[src/rtl/led_pwm_drv_pkg.sv]
// Shared types and constants for the 8-channel staggered LED PWM driver.
package led_pwm_drv_pkg;

  typedef enum logic [1:0] {
    IDLE  = 2'd0,
    RUN   = 2'd1,
    DRAIN = 2'd2
  } state_e;

  localparam int PH_W   = 8;
  localparam int CH_OFS = 32;
  localparam int N_CH   = 8;

endpackage

[src/rtl/pwm_tick_gen.sv]
// Prescaler: one tick every PRESCALE clk cycles while running.
module pwm_tick_gen #(
  parameter int PRESCALE = 195
) (
  input  logic clk,
  input  logic rst,
  input  logic clear,
  input  logic run,
  output logic tick
);

  localparam logic [15:0] LAST = 16'(PRESCALE - 1);

  logic [15:0] cnt_q;
  logic [15:0] cnt_d;

  assign tick = run && !clear && (cnt_q == LAST);

  always_comb begin
    cnt_d = cnt_q;
    if (clear) begin
      cnt_d = '0;
    end else if (run) begin
      cnt_d = tick ? '0 : cnt_q + 16'd1;
    end
  end

  always_ff @(posedge clk or posedge rst) begin
    if (rst) begin
      cnt_q <= '0;
    end else begin
      cnt_q <= cnt_d;
    end
  end

endmodule

[src/rtl/led_pwm_drv.sv]
// 8-channel LED PWM driver with staggered channel phases,
// period-aligned duty updates and a graceful drain-to-idle stop.
module led_pwm_drv
  import led_pwm_drv_pkg::*;
#(
  parameter int PRESCALE   = 195,
  parameter bit ACTIVE_LOW = 1'b0
) (
  input  logic            clk,
  input  logic            rst,
  input  logic            en,
  input  logic [PH_W-1:0] duty_in,
  output logic [N_CH-1:0] pwm_out,
  output logic            period_done,
  output logic            busy
);

  localparam logic [N_CH-1:0] OFF =
    ACTIVE_LOW ? {N_CH{1'b1}} : {N_CH{1'b0}};

  state_e          state_q;
  logic [PH_W-1:0] duty_s1_q;
  logic [PH_W-1:0] duty_s2_q;
  logic [PH_W-1:0] shadow_q;
  logic [PH_W-1:0] ph_q;
  logic [N_CH-1:0] pwm_q;
  logic            pd_q;
  logic            busy_q;

  logic            tick;
  logic            idle;
  logic            boundary;
  logic            go;
  logic            stop;
  logic [N_CH-1:0] on_d;
  logic [PH_W-1:0] rel;

  assign idle     = (state_q == IDLE);
  assign boundary = tick && (ph_q == {PH_W{1'b1}});
  assign go       = idle && en;
  assign stop     = (state_q == DRAIN) && !en && boundary;

  pwm_tick_gen #(
    .PRESCALE(PRESCALE)
  ) u_tick (
    .clk  (clk),
    .rst  (rst),
    .clear(idle),
    .run  (!idle),
    .tick (tick)
  );

  // Channel i is shifted back by i*CH_OFS steps on the shared phase.
  always_comb begin
    on_d = '0;
    rel  = '0;
    for (int i = 0; i < N_CH; i++) begin
      rel     = ph_q - PH_W'(i * CH_OFS);
      on_d[i] = (rel < shadow_q);
    end
  end

  always_ff @(posedge clk or posedge rst) begin
    if (rst) begin
      duty_s1_q <= '0;
      duty_s2_q <= '0;
    end else begin
      duty_s1_q <= duty_in;
      duty_s2_q <= duty_s1_q;
    end
  end

  always_ff @(posedge clk or posedge rst) begin
    if (rst) begin
      ph_q     <= '0;
      shadow_q <= '0;
    end else begin
      if (idle) begin
        ph_q <= '0;
      end else if (tick) begin
        ph_q <= ph_q + 1'b1;
      end
      if (go || boundary) begin
        shadow_q <= duty_s2_q;
      end
    end
  end

  always_ff @(posedge clk or posedge rst) begin
    if (rst) begin
      state_q <= IDLE;
      pwm_q   <= OFF;
      pd_q    <= 1'b0;
      busy_q  <= 1'b0;
    end else begin
      pd_q <= boundary;
      unique case (state_q)
        IDLE: begin
          pwm_q <= OFF;
          if (en) begin
            state_q <= RUN;
            busy_q  <= 1'b1;
          end
        end
        RUN: begin
          pwm_q  <= on_d ^ OFF;
          busy_q <= 1'b1;
          if (!en) begin
            state_q <= DRAIN;
          end
        end
        DRAIN: begin
          if (stop) begin
            state_q <= IDLE;
            pwm_q   <= OFF;
            busy_q  <= 1'b0;
          end else begin
            pwm_q  <= on_d ^ OFF;
            busy_q <= 1'b1;
            if (en) begin
              state_q <= RUN;
            end
          end
        end
        default: begin
          state_q <= IDLE;
          pwm_q   <= OFF;
          busy_q  <= 1'b0;
        end
      endcase
    end
  end

  assign pwm_out     = pwm_q;
  assign period_done = pd_q;
  assign busy        = busy_q;

endmodule

[config.mk]
export PLATFORM = sky130hd
export DESIGN_NAME = led_pwm_drv
export DESIGN_NICKNAME = d
export VERILOG_FILES = /design/src/rtl/led_pwm_drv_pkg.sv /design/src/rtl/pwm_tick_gen.sv /design/src/rtl/led_pwm_drv.sv
export SDC_FILE = /design/constraint.sdc
export NUM_CORES = 1
export LEC_CHECK = 0
export BUFFER_PORTS_ARGS = -buffer_cell sky130_fd_sc_hd__buf_2
export CORE_MARGIN = 3
export CORE_UTILIZATION = 55
export CTS_CLUSTER_SIZE = 14
export DETAILED_ROUTE_END_ITERATION = 10
export MAX_ROUTING_LAYER = met4
export PLACE_DENSITY = 0.74
export SETUP_SLACK_MARGIN = 0.5
export SKIP_CTS_REPAIR_TIMING = 1
export SKIP_LAST_GASP = 1
export SLEW_MARGIN = 20
export SYNTH_ARGS = -nofsm -noshare
export SYNTH_HDL_FRONTEND = slang
export SYNTH_SLANG_ARGS = --single-unit
[constraint.sdc]
create_clock -name clk -period 4.3 [get_ports clk]
set_input_delay 0.86 -clock clk [delete_from_list [all_inputs] [get_ports clk]]
set_output_delay 0.86 -clock clk [all_outputs]
set_load 0.1 [all_outputs]
### After elaboration in Yosys (flattened, before gate mapping)

Index checks and enable logic that the tools add are counted.

* bits of input ports: 11
* output and inout port bits: 10
* bits in registers: 60
* logic and storage cells: 55

* reductions and logical operators: 10
* equality and inequality tests: 6
* add/subtract/negate cells: 9
* multiplexer cells: 13
* order comparisons: 8

Operators by type and width (number)
* $lt A8 B8 Y1: 8
* $mux W16: 2
* $sub A8 B8 Y8 const B: 4
* $mux W8: 3
* $add A16 B1 Y16 const B: 1
* $eq A16 B8 Y1 const B: 1
* $pmux W8 S2: 1
* $sub A8 B7 Y8 const B: 2
* $add A8 B1 Y8 const B: 1
* $eq A8 B8 Y1 const B: 1
* $sub A8 B6 Y8 const B: 1
* $mux W2: 3
* $pmux W2 S3: 1
* $logic_and A1 B1 Y1: 5
* $ne A2 B2 Y1 const B: 2
* $pmux W1 S3: 1
* $eq A2 B1 Y1 const B: 1
* $eq A2 B2 Y1 const B: 1
* $logic_not A1 Y1: 2
* $logic_not A2 Y1: 1
* $mux W1: 2
* $reduce_bool A2 Y1: 1
* $logic_or A1 B1 Y1: 1

### Depth between registers and ports, before layout

* word-level depth: 7
* mapped depth: 8
* mapped depth without buffers: 7

### Modules after synthesis

A second synthesis with hierarchy kept.

* cells, all modules: 281
* area total of the unflattened synthesis: 3075.4 sq um

Modules (own cells, without submodules)
* led_pwm_drv: times used 1, cells an instance 171, seq. area each 1101.1 sq um, area an instance 2100.8 sq um
* pwm_tick_gen: times used 1, cells an instance 110, seq. area each 400.4 sq um, area an instance 974.7 sq um

### Least setup slack after synthesis

No wires, ideal clock.

* path type: flip-flop to flip-flop
* start: reg u_tick.cnt_q[0]
* end: reg shadow_q[0]
* path slack: 2.501 ns
* arrival: 1.674 ns
* required time: 4.175 ns
* stages on the path, launching flop included: 9
* path buffers: 1
* setup time: 0.125 ns
* period minus slack after synthesis: 1.799 ns
* path through: dfrtp_1 inv_1 ha_1 and3_1 and4_1 buf_6 nand4b_4 nand2_4 mux2_2

* cells in the longest elaborated chain, start to end: 4

Ends and longest elaborated chain
* start, declared: RTL line pwm_tick_gen.sv:14 `logic [15:0] cnt_q;`
* start signal, assigned: RTL line pwm_tick_gen.sv:32 `cnt_q <= cnt_d;`
* $eq A16 B8 Y1: RTL line pwm_tick_gen.sv:17 `assign tick = run && !clear && (cnt_q == LAST);`
* $logic_and A1 B1 Y1: RTL line pwm_tick_gen.sv:17
* $logic_and A1 B1 Y1: RTL line led_pwm_drv.sv:39 `assign boundary = tick && (ph_q == {PH_W{1'b1}});`
* $logic_or A1 B1 Y1: RTL line led_pwm_drv.sv:83 `if (go || boundary) begin`
* end signal, assigned: RTL line led_pwm_drv.sv:84 `shadow_q <= duty_s2_q;`
* end, declared: RTL line led_pwm_drv.sv:24 `logic [PH_W-1:0] shadow_q;`

Every way passes these cells.
A chain may end at the register's enable or synchronous reset.

### Final worst setup path

* start: reg u_tick.cnt_q[0]
* end: reg shadow_q[6]

Same word-level chain as after synthesis.

==> run_results.csv <==
group,metric,value,unit
run_status,run_status,"finished clean",
clocking,clock_pin_slew_worst_setup_and_hold_paths,0.06,ns
yosys,postSynth.topFlopCell,"dfrtp_1",
yosys,synth.avg_cell_area,11.1,µm²
die,dieArea,0.00626,mm²
critical_path,worst_setup_path_end_kind,"flop",
yosys,number_of_synthesized_flops_with_an_enable_pin,0,
placed_design,place.gp.congestion,0.823,
cells_and_area,design.final.nets,331,
drt,drt_pass1_iterations,4,
timing,finalMaxSlewViolations,0,
die,initial_core_util,59.5,%
drt,route.detailed.vias_per_inst,5.25,
clocking,cts_made_buffers,9,
drt,dr_total_vias,1894,
hold_path,hold_class,"flop to flop",
placed_design,io_buffers,20,
pwr,vdd.ir_drop.worst,0.000356,V
die,die_width,79.1,µm
drt,drt-initial-drc-count,56,
cells_and_area,area.sequential,0.00150,mm²
drt,route.final.wire_length,5000,µm
hold_path,hold_path.startpoint,"duty_s1_q[2]$_DFF_PP0_",
critical_path,critical-path-max-stage-delay,0.45,ns
timing,clock_skew,0.00632,ns
critical_path,worst-endpoint-required,4.52,ns
die,die-height,79.1,µm
pwr,power_density,586,mW/mm²
pwr,leakagePower,1.59,nW
timing,totalNegativeSetupSlack,0,ns
yosys,synth_fp_nets,305,
critical_path,setup.worst_path.start_class,"flop",
cells_and_area,number_of_antenna_repair_diodes,0,
global_route,all_layer_gr_usage,19.3,%
critical_path,regToRegStartpoint,"u_tick.cnt_q[0]$_DFF_PP0_",
critical_path,setup.reg_to_reg.worst_slack,2.26,ns
critical_path,crit_slowest_cell,"dfrtp_1",
yosys,ys_warn_count,0,
critical_path,timing.critical_path.fanout_max,8,
global_route,grt_antenna_before_repair,0,
clocking,cts-root-to-sink-buffers,2,
clocking,root_buffer,"clkbuf_8",
critical_path,cp_arrival,2.26,ns
critical_path,r2r.worst_path.cells,7,
drt,wl_per_cell,13.9,µm
timing,timing.slew.headroom,60.8,%
critical_path,cp_cell_sequence,"inv_1, ha_1, and3_1, and4_1, nand4b_4, nand2_4, mux2_2",
placed_design,dp_hpwl,3470,µm
cells_and_area,fin_cells,361,
timing,post-route-period-util,47.5,%
cells_and_area,area_delta_synth_final,11.9,%
hold_path,holdPathEnd,"duty_s2_q[2]$_DFF_PP0_",
timing,max_freq,490,MHz
cells_and_area,nFillCells,398,
die,num_io_pins,21,
yosys,synthArstFlopShare,100,%
clocking,clock_insertion_delay_worst_skew,0.34,ns
clocking,cts_htree_levels,3,
drt,dr_drc_count,0,
cells_and_area,share_of_cells_above_drive_strength_1,17.0,%
timing,finalHoldViolations,0,
run,maxCapViolations,0,
global_route,number_of_global_route_vias_before_repair,1981,
timing,final-setup-viol-count,0,
critical_path,critPathKind,"flop to flop",
global_route,global_route_wire_length_before_repair,8870,µm
cells_and_area,multiInputGateArea,0.00131,mm²
clocking,cts.sink_count,60,
yosys,synth.cell_area,0.00294,mm²
global_route,grt_start_max_net_pins,35,
placed_design,post-place-cells,347,
yosys,yosysSeqAreaShare,51.1,%
timing,tightest_slew,0.587,ns
hold_path,hold_depth,0,
yosys,synth_cells,265,
die,core.rowCount,25,
timing,grt_setup_unrepaired,"no",
global_route,overflow,0,
critical_path,timing.rr.end,"shadow_q[6]$_DFFE_PP0P_",
drt,route.antenna.remaining_nets,0,
yosys,register_bit_count_reported_by_yosys,60,
yosys,number_of_distinct_library_cells_after_synthesis,34,
timing,final.min_clock_period,2.04,ns
clocking,clock_tree_from_tritoncts,"built",
die,placeableCoreArea,0.00494,mm²
routing by layer:
metal  vias to the layer above  wire (µm)  part of all wire [%]  GRT usage (%)
met3                        12        207                   4.1           7.60
met5                         -          0                     0              -
met1                       906       2160                    43           21.5
li1                        944          -                     -              -
met4                         0         93                   1.9           8.08
met2                        32       2540                    51           31.1
flip-flops by register name, indices dropped and copies added (netlist names):
signal	count
duty_s2_q	8
shadow_q	8
pwm_out	8
busy	1
ph_q	8
state_q	2
period_done	1
duty_s1_q	8
u_tick.cnt_q	16
cell type report:
type / count / share of cell area (%)
sequential: 60 / 45.6
multi-input combinational: 172 / 39.7
clock buffer: 12 / 4.72
timing repair buffer: 21 / 3.27
inverter: 27 / 3.08
tap: 67 / 2.55
clock inverter: 2 / 1.07
worst max-delay path by stage:
| stage | startpoint | end | slack, ns | cells past startpoint |
|---|---|---|---|---|
| final | u_tick.cnt_q[0]$_DFF_PP0_ | shadow_q[6]$_DFFE_PP0P_ | 2.26 | 7 |
| after global routing | u_tick.cnt_q[2]$_DFF_PP0_ | pwm_out[1]$_DFF_PP0_ | 2.14 | 5 |
| after CTS | u_tick.cnt_q[0]$_DFF_PP0_ | shadow_q[6]$_DFFE_PP0P_ | 2.24 | 7 |
| after detailed placement | u_tick.cnt_q[0]$_DFF_PP0_ | shadow_q[6]$_DFFE_PP0P_ | 2.27 | 7 |
| after global placement | u_tick.cnt_q[0]$_DFF_PP0_ | shadow_q[4]$_DFFE_PP0P_ | 2.35 | 7 |
| after floorplan | rst | busy$_DFFE_PP0P_ | 1.96 | 1 |
power by group:
part           internal (W)  switching, W
registers          0.000663     0.0000645
logic              0.000201      0.000511
clock network      0.000292      0.000196
placed cells by master, fill, tap and decap left out, types with 2 or more instances in the layout:
cell	Yosys	routed
buf_2	2	20
inv_1	27	26
nand4_1	8	8
dfrtp_1	60	60
xor2_1	9	9
o221ai_1	2	2
and4_1	2	2
nand2_1	11	11
mux2_2	8	8
clkbuf_8	0	11
nor2_1	34	34
o21ai_0	3	3
a21oi_1	6	6
nor3_1	4	4
a211oi_1	9	9
nor4_2	3	3
ha_1	29	29
xnor2_1	15	15
nand3_1	14	14
o21a_1	2	2
cell usage after synthesis (2+ instances only):
cell type | number | area, µm²
a211oi_1 | 9 | 67.6
a21oi_1 | 6 | 30.0
and4_1 | 2 | 17.5
buf_2 | 2 | 10.0
clkbuf_1 | 3 | 11.3
dfrtp_1 | 60 | 1500
ha_1 | 29 | 363
inv_1 | 27 | 101
mux2_2 | 8 | 90.1
nand2_1 | 11 | 41.3
nand3_1 | 14 | 70.1
nand4_1 | 8 | 50.1
nor2_1 | 34 | 128
nor3_1 | 4 | 20.0
nor4_2 | 3 | 37.5
o21a_1 | 2 | 15.0
o21ai_0 | 3 | 15.0
o221ai_1 | 2 | 17.5
xnor2_1 | 15 | 131
xor2_1 | 9 | 78.8
stage by stage:
step / cell area, µm² / setup WS (ns) / hold slack, ns / utilization, % / total power [W]
finish: 3290 / 2.26 / 0.347 / 66.6 / 0.00193
detailed placement: 3100 / 2.27 / 0.335 / 62.7 / 0.00144
CTS: 3290 / 2.24 / 0.348 / 66.6 / 0.00195
floorplan: 2940 / 1.96 / 0.331 / - / 0.00131
global route: 3290 / 2.14 / 0.361 / 66.6 / 0.00205
global placement: 3100 / 2.35 / 0.332 / 62.7 / 0.00141
worst max-delay path, delay by kind of cell, from the launching register on:
family,cells,cell delay (ns)
buffers and inverters,1,0.08
multiplexers,1,0.36
adder cells (fa/ha/maj),1,0.13
AND/OR/NAND/NOR,4,0.90
flip-flops,1,0.45
cells by family after synthesis:
| group | after synthesis | share of synthesized area (%) |
|---|---|---|
| AO/OA/AOI/OAI | 27 | 6.72 |
| XOR/XNOR | 24 | 7.15 |
| adder cells (fa/ha/maj) | 29 | 12.3 |
| buffers and inverters | 33 | 4.55 |
| flip-flops | 60 | 51.1 |
| multiplexers | 9 | 3.40 |
| AND/OR/NAND/NOR | 83 | 14.8 |
Note: power is estimated with default switching activity, not from simulation.
